**src/rtl/spi_msg_master.sv**
```systemverilog
// Master-side SPI register-protocol engine: frames one status/read/write request
// into command + payload bytes under slave select and returns the slave's answer.
module spi_msg_master #(
   parameter int SS_SETUP = 2,    // cycles from ssN low to first byteStart, >= 1
   parameter int BYTE_GAP = 1,    // idle cycles between bytes, 0 allowed
   parameter int TIMEOUT  = 1023  // cycles from byteStart to abort, >= 2
) (
   input  logic        sysClk,
   input  logic        usrReset,
   input  logic        reqValid,
   output logic        reqReady,
   input  logic [1:0]  reqOp,
   input  logic [3:0]  reqRegId,
   input  logic [31:0] reqWrData,
   output logic        rspValid,
   output logic [31:0] rspData,
   output logic        rspErr,
   output logic        ssN,
   output logic        byteStart,
   output logic [7:0]  byteTx,
   input  logic        byteBusy,
   input  logic        byteRxValid,
   input  logic [7:0]  byteRx
);

   // Handshake: a request transfers on a rising edge where reqValid & reqReady;
   // reqReady is high only in IDLE, so a request offered mid-message simply waits.
   localparam logic [1:0] OP_STATUS = 2'b00;
   localparam logic [1:0] OP_READ   = 2'b01;
   localparam logic [1:0] OP_WRITE  = 2'b10;
   localparam logic [1:0] OP_RSVD   = 2'b11;

   localparam int CW = $clog2(TIMEOUT + SS_SETUP + BYTE_GAP + 1);
   localparam logic [CW-1:0] SETUP_LAST = CW'(SS_SETUP - 1);
   localparam logic [CW-1:0] GAP_LAST   = CW'((BYTE_GAP > 0) ? BYTE_GAP - 1 : 0);
   // WAIT_LAST places the DONE cycle exactly TIMEOUT cycles after byteStart.
   localparam logic [CW-1:0] WAIT_LAST  = CW'(TIMEOUT - 2);

   typedef enum logic [2:0] {
      S_IDLE, S_SETUP, S_SEND, S_WAIT, S_GAP, S_DONE
   } state_t;

   state_t        state, state_nx;
   logic [1:0]    op_q, op_nx;
   logic [3:0]    id_q, id_nx;
   logic [31:0]   wd_q, wd_nx;
   logic [2:0]    idx_q, idx_nx;
   logic [CW-1:0] cnt_q, cnt_nx;
   logic [31:0]   acc_q, acc_nx;
   logic [31:0]   data_nx;
   logic          err_nx;
   logic          ss_nx;
   logic          rsp_load;
   logic          last_byte;

   function automatic logic [7:0] frame_byte(input logic [1:0] op, input logic [3:0] id,
                                             input logic [31:0] wd, input logic [2:0] idx);
      logic [7:0] b;
      b = 8'h00;
      case (idx)
         3'd0: begin
            if (op == OP_READ)       b = {4'b1000, id};
            else if (op == OP_WRITE) b = {4'b1100, id};
         end
         3'd1: if (op == OP_WRITE) b = wd[31:24];
         3'd2: if (op == OP_WRITE) b = wd[23:16];
         3'd3: if (op == OP_WRITE) b = wd[15:8];
         3'd4: if (op == OP_WRITE) b = wd[7:0];
         default: b = 8'h00;
      endcase
      return b;
   endfunction

   always_ff @(posedge sysClk or posedge usrReset) begin
      if (usrReset) begin
         state   <= S_IDLE;
         op_q    <= '0;
         id_q    <= '0;
         wd_q    <= '0;
         idx_q   <= '0;
         cnt_q   <= '0;
         acc_q   <= '0;
         rspData <= '0;
         rspErr  <= 1'b0;
         ssN     <= 1'b1;
      end else begin
         state <= state_nx;
         op_q  <= op_nx;
         id_q  <= id_nx;
         wd_q  <= wd_nx;
         idx_q <= idx_nx;
         cnt_q <= cnt_nx;
         acc_q <= acc_nx;
         ssN   <= ss_nx;
         if (rsp_load) begin
            rspData <= data_nx;
            rspErr  <= err_nx;
         end
      end
   end

   always_comb begin
      state_nx  = state;
      op_nx     = op_q;
      id_nx     = id_q;
      wd_nx     = wd_q;
      idx_nx    = idx_q;
      cnt_nx    = cnt_q;
      acc_nx    = acc_q;
      err_nx    = 1'b0;
      rsp_load  = 1'b0;
      byteStart = 1'b0;
      last_byte = (op_q == OP_STATUS) ? (idx_q == 3'd1) : (idx_q == 3'd4);
      case (state)
         S_IDLE: begin
            if (reqValid) begin
               op_nx  = reqOp;
               id_nx  = reqRegId;
               wd_nx  = reqWrData;
               idx_nx = '0;
               cnt_nx = '0;
               acc_nx = '0;
               if (reqOp == OP_RSVD) begin
                  state_nx = S_DONE;
                  rsp_load = 1'b1;
                  err_nx   = 1'b1;
               end else begin
                  state_nx = S_SETUP;
               end
            end
         end
         S_SETUP: begin
            if (cnt_q == SETUP_LAST) begin
               state_nx = S_SEND;
               cnt_nx   = '0;
            end else begin
               cnt_nx = cnt_q + 1'b1;
            end
         end
         S_SEND: begin
            if (!byteBusy) begin
               byteStart = 1'b1;
               cnt_nx    = '0;
               state_nx  = S_WAIT;
            end
         end
         S_WAIT: begin
            if (byteRxValid) begin
               // Status keeps only byte 1; read shifts bytes 1..4 in MSB first.
               if (op_q == OP_STATUS && idx_q == 3'd1) acc_nx = {24'h0, byteRx};
               else if (op_q == OP_READ && idx_q != 3'd0) acc_nx = {acc_q[23:0], byteRx};
               if (last_byte) begin
                  state_nx = S_DONE;
                  rsp_load = 1'b1;
               end else begin
                  idx_nx   = idx_q + 3'd1;
                  cnt_nx   = '0;
                  state_nx = (BYTE_GAP == 0) ? S_SEND : S_GAP;
               end
            end else if (cnt_q == WAIT_LAST) begin
               state_nx = S_DONE;
               rsp_load = 1'b1;
               err_nx   = 1'b1;
            end else begin
               cnt_nx = cnt_q + 1'b1;
            end
         end
         S_GAP: begin
            if (cnt_q == GAP_LAST) begin
               state_nx = S_SEND;
               cnt_nx   = '0;
            end else begin
               cnt_nx = cnt_q + 1'b1;
            end
         end
         S_DONE:  state_nx = S_IDLE;
         default: state_nx = S_IDLE;
      endcase
      data_nx = (err_nx || op_q == OP_WRITE) ? 32'h0 : acc_nx;
      ss_nx   = !(state_nx inside {S_SETUP, S_SEND, S_WAIT, S_GAP});
   end

   assign reqReady = (state == S_IDLE);
   assign rspValid = (state == S_DONE);
   assign byteTx   = frame_byte(op_q, id_q, wd_q, idx_q);

endmodule

```
**config.mk**
```make
export PLATFORM = sky130hd
export DESIGN_NAME = spi_msg_master
export DESIGN_NICKNAME = d
export VERILOG_FILES = /design/src/rtl/spi_msg_master.sv
export SDC_FILE = /design/constraint.sdc
export NUM_CORES = 1
export LEC_CHECK = 0
export BUFFER_PORTS_ARGS = -buffer_cell sky130_fd_sc_hd__clkbuf_2
export CAP_MARGIN = 40
export CORE_UTILIZATION = 30
export DETAILED_ROUTE_END_ITERATION = 10
export SETUP_SLACK_MARGIN = 0.05
export SYNTH_ARGS = -nofsm -noshare
export SYNTH_HDL_FRONTEND = slang
export SYNTH_SLANG_ARGS = --single-unit
```
**constraint.sdc**
```tcl
create_clock -name sysClk -period 4.81 [get_ports sysClk]
set_clock_uncertainty 0.1 [all_clocks]
set_input_delay 0.481 -clock sysClk [delete_from_list [all_inputs] [get_ports sysClk]]
set_output_delay 0.481 -clock sysClk [all_outputs]
set_load 0.01 [all_outputs]
```
# Word level (Yosys, flattened, before mapping)
# Cells that the tools add are included.
[classes] n_reduce_logical=15 mux=45 addsub=2 eq_ne=24
[ops] op="32-bit 2-to-1 mux" n=5
[ops] op="11-bit 2-to-1 mux" n=7
[ops] op="32-bit case mux with 2 select lines" n=1
[ops] op="11-bit case mux with 5 select lines" n=1
[ops] op="8-bit 2-to-1 mux" n=6
[ops] op="8-bit case mux with 5 select lines" n=1
[ops] op="3-bit 2-to-1 mux" n=10
[ops] op="3-bit by 2-bit == test with 1-bit output, second input constant" n=6
[ops] op="3-bit case mux with 5 select lines" n=1
[ops] op="3-bit == test, second input constant" n=4
[ops] op="11-bit by 1-bit adder with 11-bit output, second input constant" n=1
[ops] op="11-bit by 1-bit == test with 1-bit output, second input constant" n=1
[ops] op="11-bit by 10-bit == test with 1-bit output, second input constant" n=1
[ops] op="11-bit zero test" n=1
[ops] op="1-bit 2-to-1 mux" n=10
[ops] op="3-bit by 1-bit == test with 1-bit output, second input constant" n=3
[ops] op="2-bit inequality test, second input constant" n=4
[ops] op="3-bit zero test" n=2
[ops] op="3-bit inequality test, second input constant" n=2
[ops] op="3-bit case mux with 2 select lines" n=1
[ops] op="5-bit AND reduction" n=1
[ops] op="5-bit nonzero test" n=1
[ops] op="2-bit == test, second input constant" n=2
[ops] op="1-bit case mux with 2 select lines" n=2
[ops] op="other kinds (11)" n=12
[totals] register_bits=121 output_inout_bits=45 elab_cells=96

# Logic depth before layout (Yosys ltp)
[logic_depth] word_depth=8 mapped_depth=9 ltp_nobuf=7

# Worst setup path after synthesis
# No wires, ideal clock.
[synth_path] path_type="reg-to-output" start="reg idx_q[2]" end="out byteTx[6]" path_slack_ns=2.187 arrival_time_ns=2.042 path_buffers=2 path_stages_with_launch=8 cell_sequence="dfrtp_1 -> clkbuf_1 -> inv_1 -> ha_1 -> clkbuf_1 -> o31ai_1 -> a2bb2oi_1 -> o22ai_1"
[synth_via] elab_chain_len=2 word_cells_on_any_way=6 cone_classes="eq/ne (4); mux (1); reduce/logical (1)"
[synth_lines] item="start: declaration" line="47" text="logic [2:0] idx_q, idx_nx;"
[synth_lines] item="start signal: assignment" line="91" text="idx_q <= idx_nx;"
[synth_lines] item="3-bit == test (tied with other cells)" line="60" text="case (idx)"
[synth_lines] item="8-bit case mux with 5 select lines *" line="60"
[synth_lines] item="end: declaration" line="20" text="output logic [7:0] byteTx,"
# Every way passes the cells marked *; elsewhere a longest branch is shown, timed or not.

# Final worst setup path
# Same ends and word-level chain as after synthesis.

==> reports/results.tsv <==
stage	metric	value	unit
status	outcome	finished with violations	
status	violations	DRC	
critical_path	worst-path-stages	6	
global_routing	antenna_found_initial	1	
route	wl_per_cell	17.05	µm
critical_path	slowest_stage	o31ai_1	
critical_path	worstSetupPathType	reg -> out	
timing	fin_crit_sh	71.71	%
pwr	seqPwrFrac	38.0	%
timing	final_max_slew_viol_count	0	
critical_path	start_kind	flip-flop	
route	first_pass_iters	7	
global_routing	grt_usage	15.83	%
critical_path	path_cells	inv_1 > ha_1 > o31ai_1 > a2bb2oi_1 > o22ai_1 > clkbuf_2	
critical_path	crit_fanout	15	
global_routing	grt_overflow	0	
cts	clk_pin_slew	60	ps
synthesis	synth_ff_type	dfrtp_1	
critical_path	rr_endpoint	rspData[6]	
floorplan	io_pins	96	
global_routing	grt_use_met1	21.56	%
floorplan	core	18090	µm²
timing	post-route-min-period	3449	ps
timing	finalHoldViolations	0	
critical_path	crit_path_start	idx_q[2]	
timing	setup_viol	0	
floorplan	die_h	138.4	µm
cts	htree_levels	4	
route	vias	4287	
synthesis	synth.distinct_cells	52	
pwr	irDropWorstVdd	0.2752	mV
critical_path	reg2reg_slack	1990	ps
cts	clk_path_buf_depth	2	
layout	drive_gt1_share	29.62	%
cts	post_cts_resized	0	
critical_path	endpoint	byteTx[6]	
floorplan	die_w	138.4	µm
global_routing	grt_pass1_vias	4374	
critical_path	required	4230	ps
pwr	p_leak	3.226	nW
route	via_per_inst	5.165	
synthesis	synth_top_area_share	53.81	%
synthesis	synth_area_leaders	dfrtp_1 54%, mux2_2 7.5%, a22o_1 6.3%, a22oi_1 4.4%, nand2_1 3.4%	
synthesis	async_reset_ff_share	100.0	%
layout	num-nets-final	651	
cts	cts_tree	yes	
timing	worst_pin_slew	880.1	ps
floorplan	row_count	49	
layout	layout.cells.non_filler	830	
synthesis	ys_warn_count	0	
cts	cts.sinks	121	
synthesis	ys_ff_latch	121	
synthesis	synth_cells	500	
global_routing	grtUsageMet2	23.14	%
synthesis	synth_fp_nets	563	
synthesis	syn_area	5580	µm²
critical_path	cp_slowest_stage_delay	790	ps
placed_design	dpl.hpwl	9871	µm
placed_design	dp_cells	797	
floorplan	die_area	19150	µm²
pwr	p_sw	1.294	mW
route	initialDrtViolationCount	395	
critical_path	worstPathArrival	2870	ps
min_path	hold_class	in -> reg	
synthesis	synth_edf_count	0	
synthesis	seq_area_frac_synth	54.28	%
floorplan	initial_core_util	30.85	%
timing	max_freq	289.9	MHz
critical_path	critPathCaptureType	primary output	
critical_path	r2r_start	idx_q[1]	
critical_path	cp_num_buf_inv	2	
pwr	p_clk_share	32.6	%
placed_design	gp_congestion	0.8151	
cts	cts_buffers	17	
pwr	internal-power	2.571	mW
timing	rsz0062_at_grt	false	
layout	antenna_cells	0	
synthesis	synth.avg_cell_area	11.16	µm²
global_routing	grt_pass1_wl	23690	µm
critical_path	r2r_cells	7	
global_routing	grtUsageMet3	6.477	%
route	routed_wl	14150	µm
cts	insertion_delay	420	ps
global_routing	grt_start_max_net_pins	48	
pwr	power.density	559.2	nW/µm²
timing	slew_headroom	40.82	%
job	drv_cap	0	
cts	cts-root-buf	clkbuf_16	
global_routing	grt.busiest_layer	met2	
route	drc	16	
placed_design	portBuffers	95	
synthesis	synth.largest_area_cell	dfrtp_1	
route	drtAntennaViolNets	0	
critical_path	cp_top_family	compound AO/OA/AOI/OAI gates	
pwr	pwr-share-comb	29.5	%
layout	area_growth	23.86	%
timing	tns	0	ps
pwr	switching_share	33.48	%
-- cell families (layout without fill, tap and decap cells) --
group | Yosys count | after routing | share of synthesized area, %
flip-flops | 121 | 121 | 54.28
AND/OR/NAND/NOR | 113 | 113 | 10.13
AO/OA/AOI/OAI | 156 | 156 | 20.40
adder cells (fa/ha/maj) | 12 | 12 | 2.691
XOR/XNOR | 3 | 3 | 0.4709
buffers and inverters | 55 | 156 | 4.013
multiplexers | 40 | 40 | 8.005
-- worst register-to-register path, delay by kind of cell, from the launching register on --
family	cells	cell delay [ps]
AO/OA/AOI/OAI	3	1430
adder cells (fa/ha/maj)	1	440
flip-flops	1	410
AND/OR/NAND/NOR	2	280
buffers and inverters	1	100
-- cell usage after synthesis, drive strengths merged, types with 3 or more instances --
library cell and instances:
a21oi 10, a22o 40, a21o 4, ha 12, a221o 10, mux2i 3
nand2 50, buf 15, o21ai 39, inv 18, mux2 37, nand4 3
and3 11, a22oi 33, nor2 15, dfrtp 120, clkbuf 21, nor2b 4
nor3 3, nand3 6, o22ai 3, and2 3, nand3b 3
-- power by group through the flow --
stage | Combinational, mW | Sequential (mW) | Clock (mW)
final | 1.14 | 1.47 | 1.26
after global routing | 1.26 | 1.50 | 1.34
after CTS | 1.15 | 1.47 | 1.29
after detailed placement | 1.15 | 1.48 | 0
after global placement | 1.09 | 1.48 | 0
after floorplan | 0.807 | 1.43 | 0
-- area by class of cell --
class	count	area, µm²
Multi-Input combinational cell	324	2335
Clock buffer	19	442.9
Sequential cell	121	3029
Inverter	19	73.82
Tap cell	229	286.5
Timing Repair Buffer	105	600.6
Fill cell	1733	11170
Clock inverter	13	143.9
-- worst min-delay path by stage --
stage | from | endpoint | slack (ps) | cells past startpoint
5_1_grt | reqWrData[19] | wd_q[19] | 170 | 2
2_1_floorplan | wd_q[0] | wd_q[0] | 370 | 1
3_3_place_gp | rspData[10] | rspData[10] | 390 | 1
4_1_cts | reqWrData[6] | wd_q[6] | 180 | 2
6_report | reqWrData[30] | wd_q[30] | 190 | 2
3_5_place_dp | usrReset | acc_q[5] | 400 | 2
-- flip-flops by register name, indices dropped and copies added, names as in the netlist --
signal,cells
id_q,4
cnt_q,11
acc_q,32
wd_q,32
idx_q,3
ssN,1
rspErr,1
rspData,32
op_q,2
state,3
-- through the flow --
stage	utilization, %	power, mW	worst slack, ps	cell area (µm²)	hold WS [ps]
5_1_grt	38.22	4.099	1049	6912	169.0
6_report	38.22	3.865	1361	6912	193.5
3_5_place_dp	34.92	2.631	1847	6315	395.6
3_3_place_gp	34.53	2.564	1951	6245	389.9
4_1_cts	38.22	3.906	1381	6912	176.8
2_1_floorplan	-	2.236	1016	5580	374.9
-- cells in the final DEF, fill, tap and decap left out, types with 4 or more instances in the layout --
cell type	synthesis	final
clkbuf_2	0	95
nand3_1	6	6
and3_1	11	11
nand2_1	50	50
o21ai_1	29	29
mux2_2	37	37
a21o_1	4	4
buf_4	0	6
inv_1	18	17
clkbuf_16	0	17
ha_1	12	12
nor2_1	15	15
clkinvlp_4	0	4
dfrtp_1	120	120
a221o_1	10	10
o21ai_0	10	10
a22o_1	40	40
a22oi_1	33	33
a21oi_1	10	10
-- routing by layer --
| metal | share of wire (%) | wire length, µm |
|---|---|---|
| met1 | 46 | 6577 |
| met3 | 6.8 | 963 |
| met2 | 46 | 6482 |
| met4 | 0.79 | 112 |
| met5 | 0.092 | 13 |
-- what timing repair did --
action	4_1_cts	5_1_grt
setup buffers	0	0
endpoints found under the hold margin	28	0
hold buffers	1	0
Note: power is estimated with default switching activity, not from simulation.
